### config.mk
export PLATFORM = sky130hd
export DESIGN_NAME = param_sync_fifo
export DESIGN_NICKNAME = d
export VERILOG_FILES = /design/src/rtl/sync_fifo_pkg.sv /design/src/rtl/param_fifo_ram.sv /design/src/rtl/param_sync_fifo.sv
export SDC_FILE = /design/constraint.sdc
export NUM_CORES = 1
export LEC_CHECK = 0
export CORE_MARGIN = 3
export CORE_UTILIZATION = 60
export DETAILED_ROUTE_END_ITERATION = 10
export PLACE_DENSITY = 0.91
export SYNTH_ARGS = -nofsm -noshare
export SYNTH_HDL_FRONTEND = slang
export SYNTH_HIERARCHICAL = 1
export SYNTH_SLANG_ARGS = --single-unit
export TNS_END_PERCENT = 1
### constraint.sdc
create_clock -name clk -period 5.3 [get_ports clk]
set_input_delay 1.06 -clock clk [delete_from_list [all_inputs] [get_ports clk]]
set_output_delay 1.06 -clock clk [all_outputs]
set_load 0.03 [all_outputs]
### src/rtl/sync_fifo_pkg.sv
// ----------------------------------------------------------------------------
// sync_fifo_pkg
// Shared constants for the parameterised synchronous FIFO family.
//   DefWidth / DefDepth : default data width and storage depth
//   FwftOff / FwftOn    : read-mode encodings for the FWFT parameter
// ----------------------------------------------------------------------------
package sync_fifo_pkg;

    localparam int unsigned DefWidth = 8;
    localparam int unsigned DefDepth = 16;

    // Read-mode encodings
    localparam int unsigned FwftOff = 0;  // registered read, 1-cycle latency
    localparam int unsigned FwftOn  = 1;  // first-word-fall-through

endpackage

### src/rtl/param_fifo_ram.sv
// ----------------------------------------------------------------------------
// param_fifo_ram
// Simple dual-port storage array for param_sync_fifo.
// One synchronous write port, one combinational read port. Contents are not
// reset.
//   clk    : write clock
//   we     : write enable
//   waddr  : write address
//   wdata  : write data
//   raddr  : read address
//   rdata  : read data (combinational from raddr)
// ----------------------------------------------------------------------------
module param_fifo_ram
    import sync_fifo_pkg::*;
#(
    parameter int unsigned WIDTH = DefWidth,
    parameter int unsigned DEPTH = DefDepth
) (
    input  logic                     clk,
    input  logic                     we,
    input  logic [$clog2(DEPTH)-1:0] waddr,
    input  logic [WIDTH-1:0]         wdata,
    input  logic [$clog2(DEPTH)-1:0] raddr,
    output logic [WIDTH-1:0]         rdata
);

    logic [WIDTH-1:0] mem_q [DEPTH];

    always_ff @(posedge clk) begin
        if (we) begin
            mem_q[waddr] <= wdata;
        end
    end

    assign rdata = mem_q[raddr];

endmodule

### src/rtl/param_sync_fifo.sv
// ----------------------------------------------------------------------------
// param_sync_fifo
// Single-clock FIFO with wrap-bit pointers, threshold flags, sticky error
// flags and a selectable registered / first-word-fall-through read mode.
//   clk          : clock, rising edge
//   rst          : asynchronous active-high reset
//   wr, data_in  : write request and data (ignored while full)
//   rd           : read request (ignored while empty)
//   data_out     : read data (registered or FWFT head word)
//   full, empty  : storage occupancy flags
//   almost_full  : count >= AFULL_LVL
//   almost_empty : count <= AEMPTY_LVL
//   count        : occupancy 0..DEPTH
//   overflow     : sticky, write attempted while full
//   underflow    : sticky, read attempted while empty
// ----------------------------------------------------------------------------
module param_sync_fifo
    import sync_fifo_pkg::*;
#(
    parameter int unsigned WIDTH      = DefWidth,
    parameter int unsigned DEPTH      = DefDepth,
    parameter int unsigned AFULL_LVL  = DEPTH - 2,
    parameter int unsigned AEMPTY_LVL = 2,
    parameter int unsigned FWFT       = FwftOff
) (
    input  logic                     clk,
    input  logic                     rst,
    input  logic                     wr,
    input  logic [WIDTH-1:0]         data_in,
    input  logic                     rd,
    output logic [WIDTH-1:0]         data_out,
    output logic                     full,
    output logic                     empty,
    output logic                     almost_full,
    output logic                     almost_empty,
    output logic [$clog2(DEPTH):0]   count,
    output logic                     overflow,
    output logic                     underflow
);

    localparam int unsigned AW   = $clog2(DEPTH);
    localparam int unsigned PtrW = AW + 1;

    localparam logic [AW:0] PtrOne    = {{AW{1'b0}}, 1'b1};
    localparam logic [AW:0] AfullThr  = PtrW'(AFULL_LVL);
    localparam logic [AW:0] AemptyThr = PtrW'(AEMPTY_LVL);

    logic [AW:0]      wptr_q, rptr_q;
    logic [WIDTH-1:0] dout_q;
    logic             ovf_q, udf_q;
    logic             wr_ok, rd_ok;
    logic [WIDTH-1:0] ram_rdata;

    // Flags derive from registered pointers only; acceptance uses pre-edge values.
    assign empty = (wptr_q == rptr_q);
    assign full  = (wptr_q[AW] != rptr_q[AW]) && (wptr_q[AW-1:0] == rptr_q[AW-1:0]);
    assign count = wptr_q - rptr_q;

    assign almost_full  = (count >= AfullThr);
    assign almost_empty = (count <= AemptyThr);

    assign wr_ok = wr && !full;
    assign rd_ok = rd && !empty;

    param_fifo_ram #(
        .WIDTH (WIDTH),
        .DEPTH (DEPTH)
    ) u_ram (
        .clk   (clk),
        .we    (wr_ok),
        .waddr (wptr_q[AW-1:0]),
        .wdata (data_in),
        .raddr (rptr_q[AW-1:0]),
        .rdata (ram_rdata)
    );

    always_ff @(posedge clk or posedge rst) begin
        if (rst) begin
            wptr_q <= '0;
            rptr_q <= '0;
            dout_q <= '0;
            ovf_q  <= 1'b0;
            udf_q  <= 1'b0;
        end else begin
            if (wr_ok) begin
                wptr_q <= wptr_q + PtrOne;
            end
            if (rd_ok) begin
                rptr_q <= rptr_q + PtrOne;
                dout_q <= ram_rdata;
            end
            if (wr && full) begin
                ovf_q <= 1'b1;
            end
            if (rd && empty) begin
                udf_q <= 1'b1;
            end
        end
    end

    // FWFT shows the head word straight off the array; forced to zero when empty
    // so stale storage never leaks out.
    always_comb begin
        data_out = dout_q;
        if (FWFT == FwftOn) begin
            data_out = empty ? '0 : ram_rdata;
        end
    end

    assign overflow  = ovf_q;
    assign underflow = udf_q;

endmodule

==> impl_results.md, run 1 <==
* Total iterations of the first detailed-routing run at 5
* Ys flop type: edfxtp_1
* Share of layout cells above drive strength 1 at 0.194
* Yosys top cell by area: edfxtp_1
* Synth cell count leaders: edfxtp_1 (128), dfrtp_1 (20), mux4_2 (18), nor2_1 (17), a22oi_1 (16)
* GR peak layer: met2
* DR iter-0 viols at 308
* Total number of vias at ~3200
* Slew headroom at 0.348
* Post-Syn Area per Cell at 19.7 um2
* Final ANT Viol Nets at 0
* Reg clk slew, reported paths at 0.06 ns
* # DRC at 0
* CTS root buffer: clkbuf_8
* Area contributors post-synth: edfxtp_1 (63%), dfrtp_1 (8.3%), mux4_2 (6.7%)
* Flops & latches, synth at between 100 and 150
* Routability congestion estimate at 0.805
* CP arrival at a little over 3 ns
* Initial core utilization at 0.619
* # resized after CTS at 0
* CP startpoint kind: flip-flop
* Critical path class: reg2out
* DR vias/cell at about 6.5
* Pins over their slew limit at 0
* Gr usage total at 0.241
* Final Hold Fails at 0
* Final WL at between 10000 and 15000 um
* Post-synth ARST share at 0.135
* TritonCTS clock tree: yes
* Final WS setup at around 1.1 ns
* Post-synth EDFFs at 128
* Mapped Area at between 0.006 and 0.007 mm2
* Layout net count at 372
* # rows at 36
* Min Tclk post-route at around 4.2 ns
* F_max at approximately 0.24 GHz
* Setup Buffers After CTS at 0
* Initial antenna violation count at 0
* Vias in the first global route at 3348
* Grt total ovfl at 0
* RSZ-0062 raised after global routing: no
* Grt met3 use at 0.0838
* Yosys warns at 6
* Finished Layout Cells at 499
* Clock latency on the worst-skew pair at 0.53 ns
* H-tree Lvls at 4
* Crit-path max FO at 11
* Final core occ at 0.718
* Maximum vdd drop at around 520 uV
* Final worst-path cycle share at 0.787
* Seq/Total Area, Yosys at 0.718
* I/O pin cnt at 31
* Die area at 0.0113 mm2
* Setup TNS at 0 ns
* TritonCTS Buffers at 17
* P_leak at ~2.4 nW
* CTS Sinks at 148
* Syn nets at 327
* Crit end category: output pin
* Per-cell routed wire length at about 25 um
* Slew @ Worst Pin at 0.974 ns
* CTS Hold Bufs at 0
* Area grow syn2layout at 15.9%
* Port bufs at 30
* Core footprint at 0.00977 mm2
* Synth cell types at 39
* First-pass GRT wire length at 19400 um
* Pre-CTS setup slack at between 1.5 and 2 ns
* Hold Path Class: reg2reg
* M2 GR Usage at 0.395
* Ant. Diodes at 0
* Die H at roughly 110 um
* Die X at 106 um
* Clock Tree Buf Depth at 2
* Largest net degree at the start of global routing at 36
* PwrDens at 623 mW/mm2
* Final setup fails at 0
* Max Cap Viol at 0
* CP Data Required Time at 4.24 ns
* Met1 Use GR at 0.297
* Mapped Cells at 308
* Placed cell count at 467
* Post-synth top area share at 0.635
* Run status: completed
* DP HPWL at 7360 um
* Clk_skew at 0.0113 ns
* Most instantiated library cell after synthesis: edfxtp_1
-- routing by layer --
| metal | routed length (um) | vias up |
|---|---|---|
| met5 | 0 | - |
| met2 | 6660 | 185 |
| met1 | 4620 | 1663 |
| met3 | 1080 | 26 |
| met4 | 339 | 0 |
| li1 | - | 1352 |
-- critical path, stage by stage (launching register included) --
cell	delay, ns
dfrtp_1	0.51
inv_1	0.11
ha_1	0.16
inv_1	0.05
fa_1	0.40
xor2_1	0.27
nand2_1	0.09
o32ai_1	0.26
clkdlybuf4s50_1	0.73
-- metrics by stage --
stage	hold WS, ns	area (um2)	power [W]
after floorplan	0.517	6050	0.00277
after global placement	0.441	6480	0.00319
after detailed placement	0.444	6480	0.00327
after CTS	0.458	7020	0.00438
after global routing	0.484	7020	0.00455
final	0.460	7020	0.00437
-- worst paths after layout --
check | from | endpoint | slack (ns) | cells after the start
max | wptr_q[0]$_DFFE_PP0P_ | almost_full | 1.13 | 8
min | overflow$_DFFE_PP0P_ | overflow$_DFFE_PP0P_ | 0.46 | 1
max reg2reg | wptr_q[0]$_DFFE_PP0P_ | u_ram/mem_q[1][1]$_DFFE_PP_ | 2.20 | 7
min reg2reg | overflow$_DFFE_PP0P_ | overflow$_DFFE_PP0P_ | 0.46 | 1
max in group asynchronous | rst | rptr_q[0]$_DFFE_PP0P_ | 3.69 | 2
min in group asynchronous | rst | overflow$_DFFE_PP0P_ | 1.01 | 2
-- cell type report --
type / count / area (um2)
Tap cell: 133 / 166
Inverter: 8 / 30.0
Clock buffer: 17 / 414
Sequential cell: 148 / 4350
Fill cell: 589 / 2760
Clock inverter: 15 / 123
Multi-Input combinational cell: 142 / 1590
Timing Repair Buffer: 36 / 345
-- logic make-up after synthesis --
family	share of synthesized area
simple gates	0.0426
flops	0.718
mux	0.146
fa+ha+maj	0.0157
buf+inv	0.0192
compound gates	0.0413
xor+xnor	0.0172
-- sequential cells by signal (all words and copies together) (netlist names) --
signal / flops
data_out: 8
wptr_q: 5
rptr_q: 5
underflow: 1
overflow: 1
u_ram/mem_q: 128
-- power breakdown --
group          internal, W  switching (W)
Clock             0.000587       0.000494
Combinational     0.000728       0.000983
Sequential         0.00145       0.000124
-- placed cells by master (no fill, tap or decap), types with 5 or more instances in the layout --
cell type / Yosys / final
inv_6: 0 / 5
clkbuf_16: 0 / 16
clkdlybuf4s50_1: 0 / 30
dfrtp_1: 20 / 19
ha_1: 6 / 6
nand2_1: 10 / 10
mux4_1: 14 / 14
mux4_2: 18 / 18
nor2_1: 17 / 17
mux2_2: 10 / 10
a22oi_1: 16 / 16
inv_1: 8 / 8
edfxtp_1: 128 / 128
xnor2_1: 9 / 9
o211ai_1: 5 / 5
buf_4: 1 / 6
Note: power is estimated with default switching activity, not from simulation.
==> run 2: changes to the inputs <==
--- a/config.mk
+++ b/config.mk
@@ -6,9 +6,9 @@
 export NUM_CORES = 1
 export LEC_CHECK = 0
 export CORE_MARGIN = 3
-export CORE_UTILIZATION = 60
+export CORE_UTILIZATION = 59
 export DETAILED_ROUTE_END_ITERATION = 10
-export PLACE_DENSITY = 0.91
+export PLACE_DENSITY = 0.9
 export SYNTH_ARGS = -nofsm -noshare
 export SYNTH_HDL_FRONTEND = slang
 export SYNTH_HIERARCHICAL = 1
==> constraint.sdc (replaced) <==
create_clock -name clk -period 3.9 [get_ports clk]
set_input_delay 0.78 -clock clk [delete_from_list [all_inputs] [get_ports clk]]
set_output_delay 0.78 -clock clk [all_outputs]
set_load 0.03 [all_outputs]
==> run 2 against run 1 <==
Net effect:
- sequential power increased by 35%
- via count decreased by 1.7%
- die area increased by 1.6%
- clock skew decreased by 0.00087 ns
- critical endpoint is now almost_empty
- sequential cell count unchanged
- first-iteration DRC count increased by 6.2%
- critical path depth unchanged
==> impl_results.md, run 2 (synthesis gave the netlist of run 1 again) <==
* Max reg flops at around 130
* Sw Share at 0.356
* DR vias/cell at 6.28
* First-pass GRT wire length at 19200 um
* Most common cell after layout, fill and taps aside: edfxtp_1
* Hold slack at 0.453 ns
* Grt total ovfl at 0
* Met3 wire len at 826 um
* DR iter-0 viols at 327
* CTS Sinks at 148
* PwrDens at roughly 850 mW/mm2
* Internal power at between 0.003 and 0.004 W
* Final Hold Fails at 0
* Reg clk slew, reported paths at roughly 0.060 ns
* Final setup fails at 0
* Setup TNS at 0 ns
* # rows at 36
* Min Tclk post-route at 3.70 ns
* Per-cell routed wire length at 24.9 um
* Core footprint at 0.00986 mm2
* RSZ-0062 raised after global routing: no
* Initial antenna violation count at 0
* Fillers at 535
* Top Metal Used: met4
* Die X at roughly 110 um
* TritonCTS Buffers at 17
* Comb pwr share at 0.385
* Crit end category: output pin
* CP startpoint kind: flip-flop
* H-tree Lvls at 4
* Clock latency on the worst-skew pair at 0.52 ns
* I/O pin cnt at 31
* TritonCTS clock tree: yes
* Met1 wire length at 4880 um
* Clk pwr share at 0.260
* Total iterations of the first detailed-routing run at 5
* Layout net count at 378
* Clk_skew at 0.0105 ns
* Ant. Diodes at 0
* CTS Hold Bufs at 0
* Setup Buffers After CTS at 0
* CTS root buffer: clkbuf_8
* Routability congestion estimate at slightly below 0.8
* Clock Tree Buf Depth at 2
* Port bufs at 30
* Critical path cell sequence: inv_1 -> ha_1 -> inv_1 -> fa_1 -> xor2_1 -> a21oi_1 -> o221a_2 -> clkdlybuf4s50_1
* CP Data Required Time at ~3.1 ns
* # DRC at 0
* Reg with most FFs: u_ram/mem_q
* Pins over their slew limit at 0
* Largest net degree at the start of global routing at 36
* Area grow syn2layout at 17.3%
* DP HPWL at just over 7000 um
* Met2 Wirelength at ~6400 um
* CP arrival at 2.92 ns
* P_leak at 2.45 nW
* Hold Path Class: reg2reg
* Vias in the first global route at approximately 3200
* Initial core utilization at 0.614
* CP most frequent cell: inv_1
* CP max stage delay at between 0.6 and 0.7 ns
* Die area at ~0.012 mm2
* Crit-path max FO at 11
* Final core occ at 0.720
* Critical path class: reg2out
* Slew @ Worst Pin at 0.957 ns
* Maximum vdd drop at approximately 880 uV
* Total number of vias at 3172
* Run status: completed
* Slew headroom at 0.360
* Net Sw Power at 0.00215 W
* Die H at 107 um
* Final ANT Viol Nets at 0
* Final worst-path cycle share at 0.950
* Flop pwr share at 0.355
* Slowest-stage cell, CP: clkdlybuf4s50_1
* Share of layout cells above drive strength 1 at 0.210
* F_max at 0.270 GHz
* Gr usage total at 0.237
* Final WL at 12600 um
* Max Cap Viol at 0
* Most frequent cells in the layout: edfxtp_1 (128), clkdlybuf4s50_1 (29), dfrtp_1 (19), mux4_2 (18), nor2_1 (17)
run 2: worst paths after layout:
kind                            cells after the start                     endpoint  slack [ns]                  start
worst min register to register                      1         overflow$_DFFE_PP0P_        0.45   overflow$_DFFE_PP0P_
worst max register to register                      7  u_ram/mem_q[6][4]$_DFFE_PP_        1.01  wptr_q[0]$_DFFE_PP0P_
worst min-delay path                                1         overflow$_DFFE_PP0P_        0.45   overflow$_DFFE_PP0P_
max in group asynchronous                           2        rptr_q[0]$_DFFE_PP0P_        2.52                    rst
min in group asynchronous                           2      data_out[4]$_DFFE_PP0P_        0.77                    rst
worst max-delay path                                8                 almost_empty        0.20  wptr_q[0]$_DFFE_PP0P_
run 2: layout make-up:
class	count	area [um2]	share of cell area
clock buffers	18	418	0.0589
flip-flops and latches	148	4350	0.612
clock inverters	14	154	0.0217
multi-input cells	142	1590	0.224
repair buffers	42	393	0.0553
inverters	8	30.0	0.00423
well taps	133	166	0.0234
run 2: per-layer routing:
layer,vias to the layer above,global-route usage
met5,-,0
met4,0,0.114
met3,38,0.0558
met2,163,0.381
met1,1610,0.309
li1,1361,-
run 2: through the flow:
stage | cell area, um2 | power (W) | worst slack [ns] | cells
2_1_floorplan | 6050 | 0.00377 | 0.511 | 308
3_3_place_gp | 6530 | 0.00436 | 0.742 | 473
3_5_place_dp | 6530 | 0.00444 | 0.687 | 473
4_1_cts | 7100 | 0.00605 | 0.116 | 505
5_1_grt | 7100 | 0.00629 | 0.0927 | 505
6_report | 7100 | 0.00604 | 0.197 | 505
run 2: power groups by stage:
stage | Clock (W) | Combinational (W) | Sequential [W]
5_1_grt | 0.00165 | 0.00247 | 0.00217
6_report | 0.00157 | 0.00232 | 0.00214
3_3_place_gp | 0 | 0.00222 | 0.00214
3_5_place_dp | 0 | 0.00228 | 0.00216
4_1_cts | 0.00158 | 0.00232 | 0.00214
2_1_floorplan | 0 | 0.00154 | 0.00223
run 2: timing repair:
| item | CTS | global route |
|---|---|---|
| endpoints found under the hold margin | 0 | 0 |
| resized for setup | 0 | 1 |
| endpoints found under the setup margin | 0 | 1 |
run 2: worst max-delay path, delay by kind of cell (launching register included):
| kind | cells | cell delay [ns] |
|---|---|---|
| xor gates and xnor gates | 1 | 0.21 |
| buffers and inverters | 3 | 0.81 |
| AOI/OAI and AO/OA | 2 | 0.33 |
| DFF | 1 | 0.50 |
| adders and majority gates | 2 | 0.56 |
